<file path="config.mk">
export PLATFORM = sky130hd
export DESIGN_NAME = rf_writeback_scheduler_flat
export DESIGN_NICKNAME = d
export VERILOG_FILES = /design/src/rtl/rf_writeback_scheduler_if.sv /design/src/rtl/rf_writeback_scheduler.sv /design/src/flat_wrapper.sv
export SDC_FILE = /design/constraint.sdc
export NUM_CORES = 1
export LEC_CHECK = 0
export BUFFER_PORTS_ARGS = -buffer_cell sky130_fd_sc_hd__buf_2
export CORE_MARGIN = 2
export CORE_UTILIZATION = 53
export CTS_BUF_LIST = sky130_fd_sc_hd__clkbuf_8
export CTS_CLUSTER_SIZE = 8
export DETAILED_ROUTE_END_ITERATION = 6
export PLACE_DENSITY = 0.88
export SLEW_MARGIN = 5
export SYNTH_ARGS = -nofsm -noshare
export SYNTH_HDL_FRONTEND = slang
export SYNTH_SLANG_ARGS = --single-unit
</file>
<file path="constraint.sdc">
create_clock -name clk -period 3.1 [get_ports clk]
set_input_delay 0.155 -clock clk [delete_from_list [all_inputs] [get_ports clk]]
set_output_delay 0.155 -clock clk [all_outputs]
set_load 0.01 [all_outputs]
</file>
<file path="src/rtl/rf_writeback_scheduler_if.sv">
// Bundle of producer handshakes, decode hazard query and register file write
// port seen by rf_writeback_scheduler.
//
// Handshake semantics (alu_* and lsu_*): a producer raises valid with dst/data
// and holds all three stable until it sees ready=1 in the same cycle; the
// transfer happens at the rising clk edge where valid && ready. ready is a pure
// function of the valid inputs and the internal priority pointer, never of
// another ready.
interface rf_writeback_scheduler_if #(
    parameter int DATA_W = 32,
    parameter int ADDR_W = 5,
    parameter int NREG   = 32
);
    logic              alu_valid;
    logic              alu_ready;
    logic [ADDR_W-1:0] alu_dst;
    logic [DATA_W-1:0] alu_data;

    logic              lsu_valid;
    logic              lsu_ready;
    logic [ADDR_W-1:0] lsu_dst;
    logic [DATA_W-1:0] lsu_data;

    logic              issue_valid;
    logic [ADDR_W-1:0] issue_dst;
    logic [ADDR_W-1:0] rs_1;
    logic [ADDR_W-1:0] rs_2;
    logic              stall;
    logic [NREG-1:0]   busy;

    logic              rf_write;
    logic [ADDR_W-1:0] rf_dst;
    logic [DATA_W-1:0] rf_data;

    // Debug view of the round-robin pointer: 1 = LSU preferred next.
    logic              pref_lsu;

    modport master (
        output alu_valid, alu_dst, alu_data,
        output lsu_valid, lsu_dst, lsu_data,
        output issue_valid, issue_dst, rs_1, rs_2,
        input  alu_ready, lsu_ready, stall, busy,
        input  rf_write, rf_dst, rf_data, pref_lsu
    );

    modport slave (
        input  alu_valid, alu_dst, alu_data,
        input  lsu_valid, lsu_dst, lsu_data,
        input  issue_valid, issue_dst, rs_1, rs_2,
        output alu_ready, lsu_ready, stall, busy,
        output rf_write, rf_dst, rf_data, pref_lsu
    );
endinterface

</file>
<file path="src/rtl/rf_writeback_scheduler.sv">
// Writeback scheduler: round-robin arbitration of ALU and LSU results onto the
// single register file write port, a per-register busy scoreboard and the
// decode-stage RAW/WAW stall. Commits appear on the write port one cycle after
// the handshake; writes to x0 are accepted but dropped.
module rf_writeback_scheduler #(
    parameter int DATA_W = 32,
    parameter int ADDR_W = 5,
    parameter int NREG   = 32
) (
    input logic                    clk,
    input logic                    rst,
    rf_writeback_scheduler_if.slave bus
);
    localparam logic [0:0] PREF_ALU = 1'b0;
    localparam logic [0:0] PREF_LSU = 1'b1;

    logic [0:0]        pref;
    logic              grant_alu;
    logic              grant_lsu;
    logic              grant_any;
    logic [ADDR_W-1:0] grant_dst;
    logic [DATA_W-1:0] grant_data;
    logic              commit_live;

    logic              rf_write_q;
    logic [ADDR_W-1:0] rf_dst_q;
    logic [DATA_W-1:0] rf_data_q;

    logic [NREG-1:0]   busy_q;
    logic [NREG-1:0]   busy_next;
    logic              stall_rs_1;
    logic              stall_rs_2;
    logic              stall_waw;

    // Round-robin grant; nothing is granted while reset is held.
    always_comb begin
        grant_alu = 1'b0;
        grant_lsu = 1'b0;
        if (!rst) begin
            if (bus.alu_valid && (!bus.lsu_valid || pref == PREF_ALU)) begin
                grant_alu = 1'b1;
            end else if (bus.lsu_valid) begin
                grant_lsu = 1'b1;
            end
        end
    end

    // Select the winning producer's payload; x0 results are accepted but not committed.
    always_comb begin
        grant_any   = grant_alu | grant_lsu;
        grant_dst   = grant_lsu ? bus.lsu_dst  : bus.alu_dst;
        grant_data  = grant_lsu ? bus.lsu_data : bus.alu_data;
        commit_live = grant_any && (grant_dst != '0);
    end

    // Scoreboard next state: clear on the write port edge, then issue sets (set wins).
    always_comb begin
        busy_next = busy_q;
        if (rf_write_q) begin
            busy_next[rf_dst_q] = 1'b0;
        end
        if (bus.issue_valid && (bus.issue_dst != '0)) begin
            busy_next[bus.issue_dst] = 1'b1;
        end
        busy_next[0] = 1'b0;
    end

    // Pointer, output register and scoreboard state.
    always_ff @(posedge clk) begin
        if (rst) begin
            pref       <= PREF_ALU;
            rf_write_q <= 1'b0;
            rf_dst_q   <= '0;
            rf_data_q  <= '0;
            busy_q     <= '0;
        end else begin
            if (grant_any) begin
                pref <= grant_alu ? PREF_LSU : PREF_ALU;
            end
            rf_write_q <= commit_live;
            if (commit_live) begin
                rf_dst_q  <= grant_dst;
                rf_data_q <= grant_data;
            end
            busy_q <= busy_next;
        end
    end

    // Decode hazard: no bypass, so a source stays stalled until busy clears.
    always_comb begin
        stall_rs_1 = (bus.rs_1 != '0) && busy_q[bus.rs_1];
        stall_rs_2 = (bus.rs_2 != '0) && busy_q[bus.rs_2];
        stall_waw  = bus.issue_valid && (bus.issue_dst != '0) && busy_q[bus.issue_dst];
    end

    assign bus.alu_ready = grant_alu;
    assign bus.lsu_ready = grant_lsu;
    assign bus.stall     = stall_rs_1 | stall_rs_2 | stall_waw;
    assign bus.busy      = busy_q;
    assign bus.rf_write  = rf_write_q;
    assign bus.rf_dst    = rf_dst_q;
    assign bus.rf_data   = rf_data_q;
    assign bus.pref_lsu  = (pref == PREF_LSU);
endmodule
</file>
<file path="src/flat_wrapper.sv">
// flat-port wrapper written by rule: the top's interface ports become plain ports
module rf_writeback_scheduler_flat 
#(
    parameter int DATA_W = 32,
    parameter int ADDR_W = 5,
    parameter int NREG   = 32
)
  (clk, rst, bus_alu_valid, bus_alu_dst, bus_alu_data, bus_lsu_valid, bus_lsu_dst, bus_lsu_data, bus_issue_valid, bus_issue_dst, bus_rs_1, bus_rs_2, bus_alu_ready, bus_lsu_ready, bus_stall, bus_busy, bus_rf_write, bus_rf_dst, bus_rf_data, bus_pref_lsu);
  rf_writeback_scheduler_if #(.DATA_W(DATA_W), .ADDR_W(ADDR_W), .NREG(NREG)) bus_i ();
  input logic clk;
  input logic rst;
  input wire logic [$bits(bus_i.alu_valid)-1:0] bus_alu_valid;
  input wire logic [$bits(bus_i.alu_dst)-1:0] bus_alu_dst;
  input wire logic [$bits(bus_i.alu_data)-1:0] bus_alu_data;
  input wire logic [$bits(bus_i.lsu_valid)-1:0] bus_lsu_valid;
  input wire logic [$bits(bus_i.lsu_dst)-1:0] bus_lsu_dst;
  input wire logic [$bits(bus_i.lsu_data)-1:0] bus_lsu_data;
  input wire logic [$bits(bus_i.issue_valid)-1:0] bus_issue_valid;
  input wire logic [$bits(bus_i.issue_dst)-1:0] bus_issue_dst;
  input wire logic [$bits(bus_i.rs_1)-1:0] bus_rs_1;
  input wire logic [$bits(bus_i.rs_2)-1:0] bus_rs_2;
  output wire logic [$bits(bus_i.alu_ready)-1:0] bus_alu_ready;
  output wire logic [$bits(bus_i.lsu_ready)-1:0] bus_lsu_ready;
  output wire logic [$bits(bus_i.stall)-1:0] bus_stall;
  output wire logic [$bits(bus_i.busy)-1:0] bus_busy;
  output wire logic [$bits(bus_i.rf_write)-1:0] bus_rf_write;
  output wire logic [$bits(bus_i.rf_dst)-1:0] bus_rf_dst;
  output wire logic [$bits(bus_i.rf_data)-1:0] bus_rf_data;
  output wire logic [$bits(bus_i.pref_lsu)-1:0] bus_pref_lsu;
  assign bus_i.alu_valid = bus_alu_valid;
  assign bus_i.alu_dst = bus_alu_dst;
  assign bus_i.alu_data = bus_alu_data;
  assign bus_i.lsu_valid = bus_lsu_valid;
  assign bus_i.lsu_dst = bus_lsu_dst;
  assign bus_i.lsu_data = bus_lsu_data;
  assign bus_i.issue_valid = bus_issue_valid;
  assign bus_i.issue_dst = bus_issue_dst;
  assign bus_i.rs_1 = bus_rs_1;
  assign bus_i.rs_2 = bus_rs_2;
  assign bus_alu_ready = bus_i.alu_ready;
  assign bus_lsu_ready = bus_i.lsu_ready;
  assign bus_stall = bus_i.stall;
  assign bus_busy = bus_i.busy;
  assign bus_rf_write = bus_i.rf_write;
  assign bus_rf_dst = bus_i.rf_dst;
  assign bus_rf_data = bus_i.rf_data;
  assign bus_pref_lsu = bus_i.pref_lsu;
  rf_writeback_scheduler #(.DATA_W(DATA_W), .ADDR_W(ADDR_W), .NREG(NREG)) u_core (.clk(clk), .rst(rst), .bus(bus_i));
endmodule
</file>
==> qor.txt <==
Critical path buffers and inverters - 1
largest cells by area after synthesis - dfxtp_1, nand2_1, a21oi_1
first-pass GRT wire length - 20300 um
FF+latch count, synth - 70
hold depth - 3
Layout area overhead - 26.6%
clock latency at the later pin of the worst-skew pair - 0.35 ns
Layout fillers - 606
syn_nets - 572
Hold Vio Cnt, Final - 0
Root Buffer - clkbuf_8
Hold Crit Start - bus_lsu_data[20]
final worst slack - 0.554 ns
Final nets - 718
setup TNS - 0 ns
synth cell count leaders - nand2_1, a21oi_1, dfxtp_1, a311oi_1, o21ai_0
Yosys top cell area share - 35.6%
Final Slew Violations - 0
Syn Std Cell Area - 0.00394 mm^2
PD cells - 440 mW/mm^2
clk sinks - 70
Reg2Reg Setup Slack - 1.28 ns
worst r2r src - u_core.bus.pref_lsu$_SDFFE_PP0P_
Die Area - 0.00814 mm^2
critical path arrival - 2.39 ns
fin crit share - 82.1%
maximum root-to-sink buffer count - 2
CP Class - flop to output pin
number of DRC markers in iteration 0 - 371
reg2reg path depth - 6
Vias per Instance - 6.14
end of the worst hold path - u_core.bus.rf_data[20]$_SDFFE_PP0P_
min Tclk post-route - 2.55 ns
Synth Flop Type - dfxtp_1
peak fanout along the critical path - 5
largest net degree at the start of global routing - 53
vias - 4467
synthesized area per cell - 8.25 um^2
Multi-input gate area - 0.00234 mm^2
layout cells sized above 1 - 33.2%
Setup crit end kind - output pin
cell row count - 31
Post-synth EDFFs - 0
Rel. slew slack - 53.3%
WP data required - 2.94 ns
RR Endpoint - u_core.bus.rf_data[29]$_SDFFE_PP0P_
Final Setup Violations - 0
initial antenna violation count - 0
Async S/R FF share, synth - 0%
GRT Total Usage - 30.6%
wire per inst - 17.6 um
Die W - 90.2 um
Fmax - 0.393 GHz
most frequent cell after synthesis - nand2_1
final antenna-violating net count - 0
Worst path max stage delay - 0.51 ns
Worst Tran Pin Value - 0.698 ns
number of antenna diodes - 0
failing checks - DRC
Clock transition at path regs - 0.08 ns
register area - 0.00140 mm^2
CTS tree - yes
run status - finished, violations left
Pre-Repair DR Iteration Count - 7
final WL - 12800 um
sequential fraction of the synthesis area - 35.6%
worst vdd ir - 0.338 mV
CP delay by family, top - multiplexers
hold_buf cts - 0
Mapped Cells - 478
pre-CTS WS - 0.805 ns
yosys warns - 0
H-Tree Depth - 3
RSZ-0062 raised after global routing - no
core box area - 0.00721 mm^2
placed wire-length estimate - 9330 um
Worst setup SP type - flop
Yosys cell types - 44
GR Overflow Total - 0
worst path cell trace - mux4_1 > mux2i_1 > nor2_1 > or4_1 > a311o_1 > buf_2
Max-Cap Viols - 0
IO Count - 168
Initial Utilization - 54.6%
Clock Skews - 0.0152 ns
HP Class - primary input to flop
vias in the first global route - 4175
Die Span Y - 90.2 um
CP max stage cell - mux4_1
post-route DRC violation count - 1
routability-driven placement congestion ratio - 0.954
Num CTS Buffers - 9
# Post-CTS Setup Buffers - 0
Buffers on Ports - 166
Resize count post-CTS - 0
Synth area leader - dfxtp_1
Pleak - 2.21 nW
==> logic make-up after synthesis <==
kind of cell | after synthesis | share of synthesized area (%)
other | 1 | 0.0951
buffers and inverters | 43 | 5.27
and+or+nand+nor | 173 | 19.6
muxes | 36 | 15.2
AOI/OAI and AO/OA | 155 | 24.2
DFF | 70 | 35.6
==> per-layer routing <==
layer,wire [um],part of all wire (%),global-route usage [%]
met1,4770,37,36.3
met2,6400,50,53.3
met3,1230,9.6,6.71
met5,0,0,0
met4,398,3.1,13.1
==> flip-flops by register name, indices dropped and copies added, names as in the netlist <==
register,flops
u_core.bus.rf_data,32
u_core.bus.rf_write,1
u_core.bus.rf_dst,5
u_core.bus.busy,31
u_core.bus.pref_lsu,1
==> worst max-delay path by stage <==
stage,depth (start not counted),endpoint,startpoint,slack (ns)
floorplan,5,bus_stall,u_core.bus.busy[11]$_SDFF_PP0_,1.12
global placement,7,bus_stall,bus_rs_2[0],0.84
detailed placement,7,bus_stall,bus_rs_2[0],0.81
CTS,6,bus_stall,u_core.bus.busy[30]$_SDFF_PP0_,0.58
global route,6,bus_stall,u_core.bus.busy[30]$_SDFF_PP0_,0.45
finish,6,bus_stall,u_core.bus.busy[30]$_SDFF_PP0_,0.55
==> power breakdown <==
group	leakage, nW	switching [mW]	total, mW	internal, mW
clock network	0.106	0.356	0.828	0.472
registers	0.574	0.0381	0.984	0.946
logic	1.53	0.222	0.382	0.160
total	2.21	0.617	2.19	1.58
==> worst register-to-register path, delay by kind of cell (launching register included) <==
family,cells,cell delay [ns]
buffers and inverters,1,0.30
flip-flops,1,0.40
AND/OR/NAND/NOR,1,0.21
AO/OA/AOI/OAI,4,0.82
==> final cells by class <==
| cell class | count | share of cell area [%] |
|---|---|---|
| tap | 99 | 2.48 |
| sequential | 70 | 28.1 |
| clock inverter | 6 | 1.73 |
| multi-input combinational | 365 | 46.9 |
| clock buffer | 10 | 2.76 |
| inverter | 5 | 0.376 |
| timing repair buffer | 173 | 17.7 |
==> placed cells by master (no fill, tap or decap), types with 5 or more instances in the layout <==
master / n
nor3b_1: 5
mux2i_1: 15
nand2_1: 114
dfxtp_1: 70
a21oi_1: 71
nand3b_1: 6
mux4_1: 6
o21ai_0: 34
mux4_2: 11
buf_4: 7
nor3_1: 5
a311oi_1: 37
buf_2: 166
nor2_1: 14
inv_1: 5
clkbuf_8: 10
==> metrics by stage <==
| stage | hold WS, ns | area, um^2 | std cells | util [%] | power (mW) |
|---|---|---|---|---|---|
| after detailed placement | 0.425 | 4760 | 712 | 66.0 | 1.38 |
| after global placement | 0.422 | 4760 | 712 | 66.0 | 1.37 |
| after floorplan | 0.315 | 3940 | 478 | - | 1.22 |
| after CTS | 0.0610 | 4990 | 728 | 69.1 | 2.19 |
| after global routing | 0.0694 | 4990 | 728 | 69.1 | 2.27 |
| final | 0.0638 | 4990 | 728 | 69.1 | 2.19 |
(Power assumes the default switching activity.)
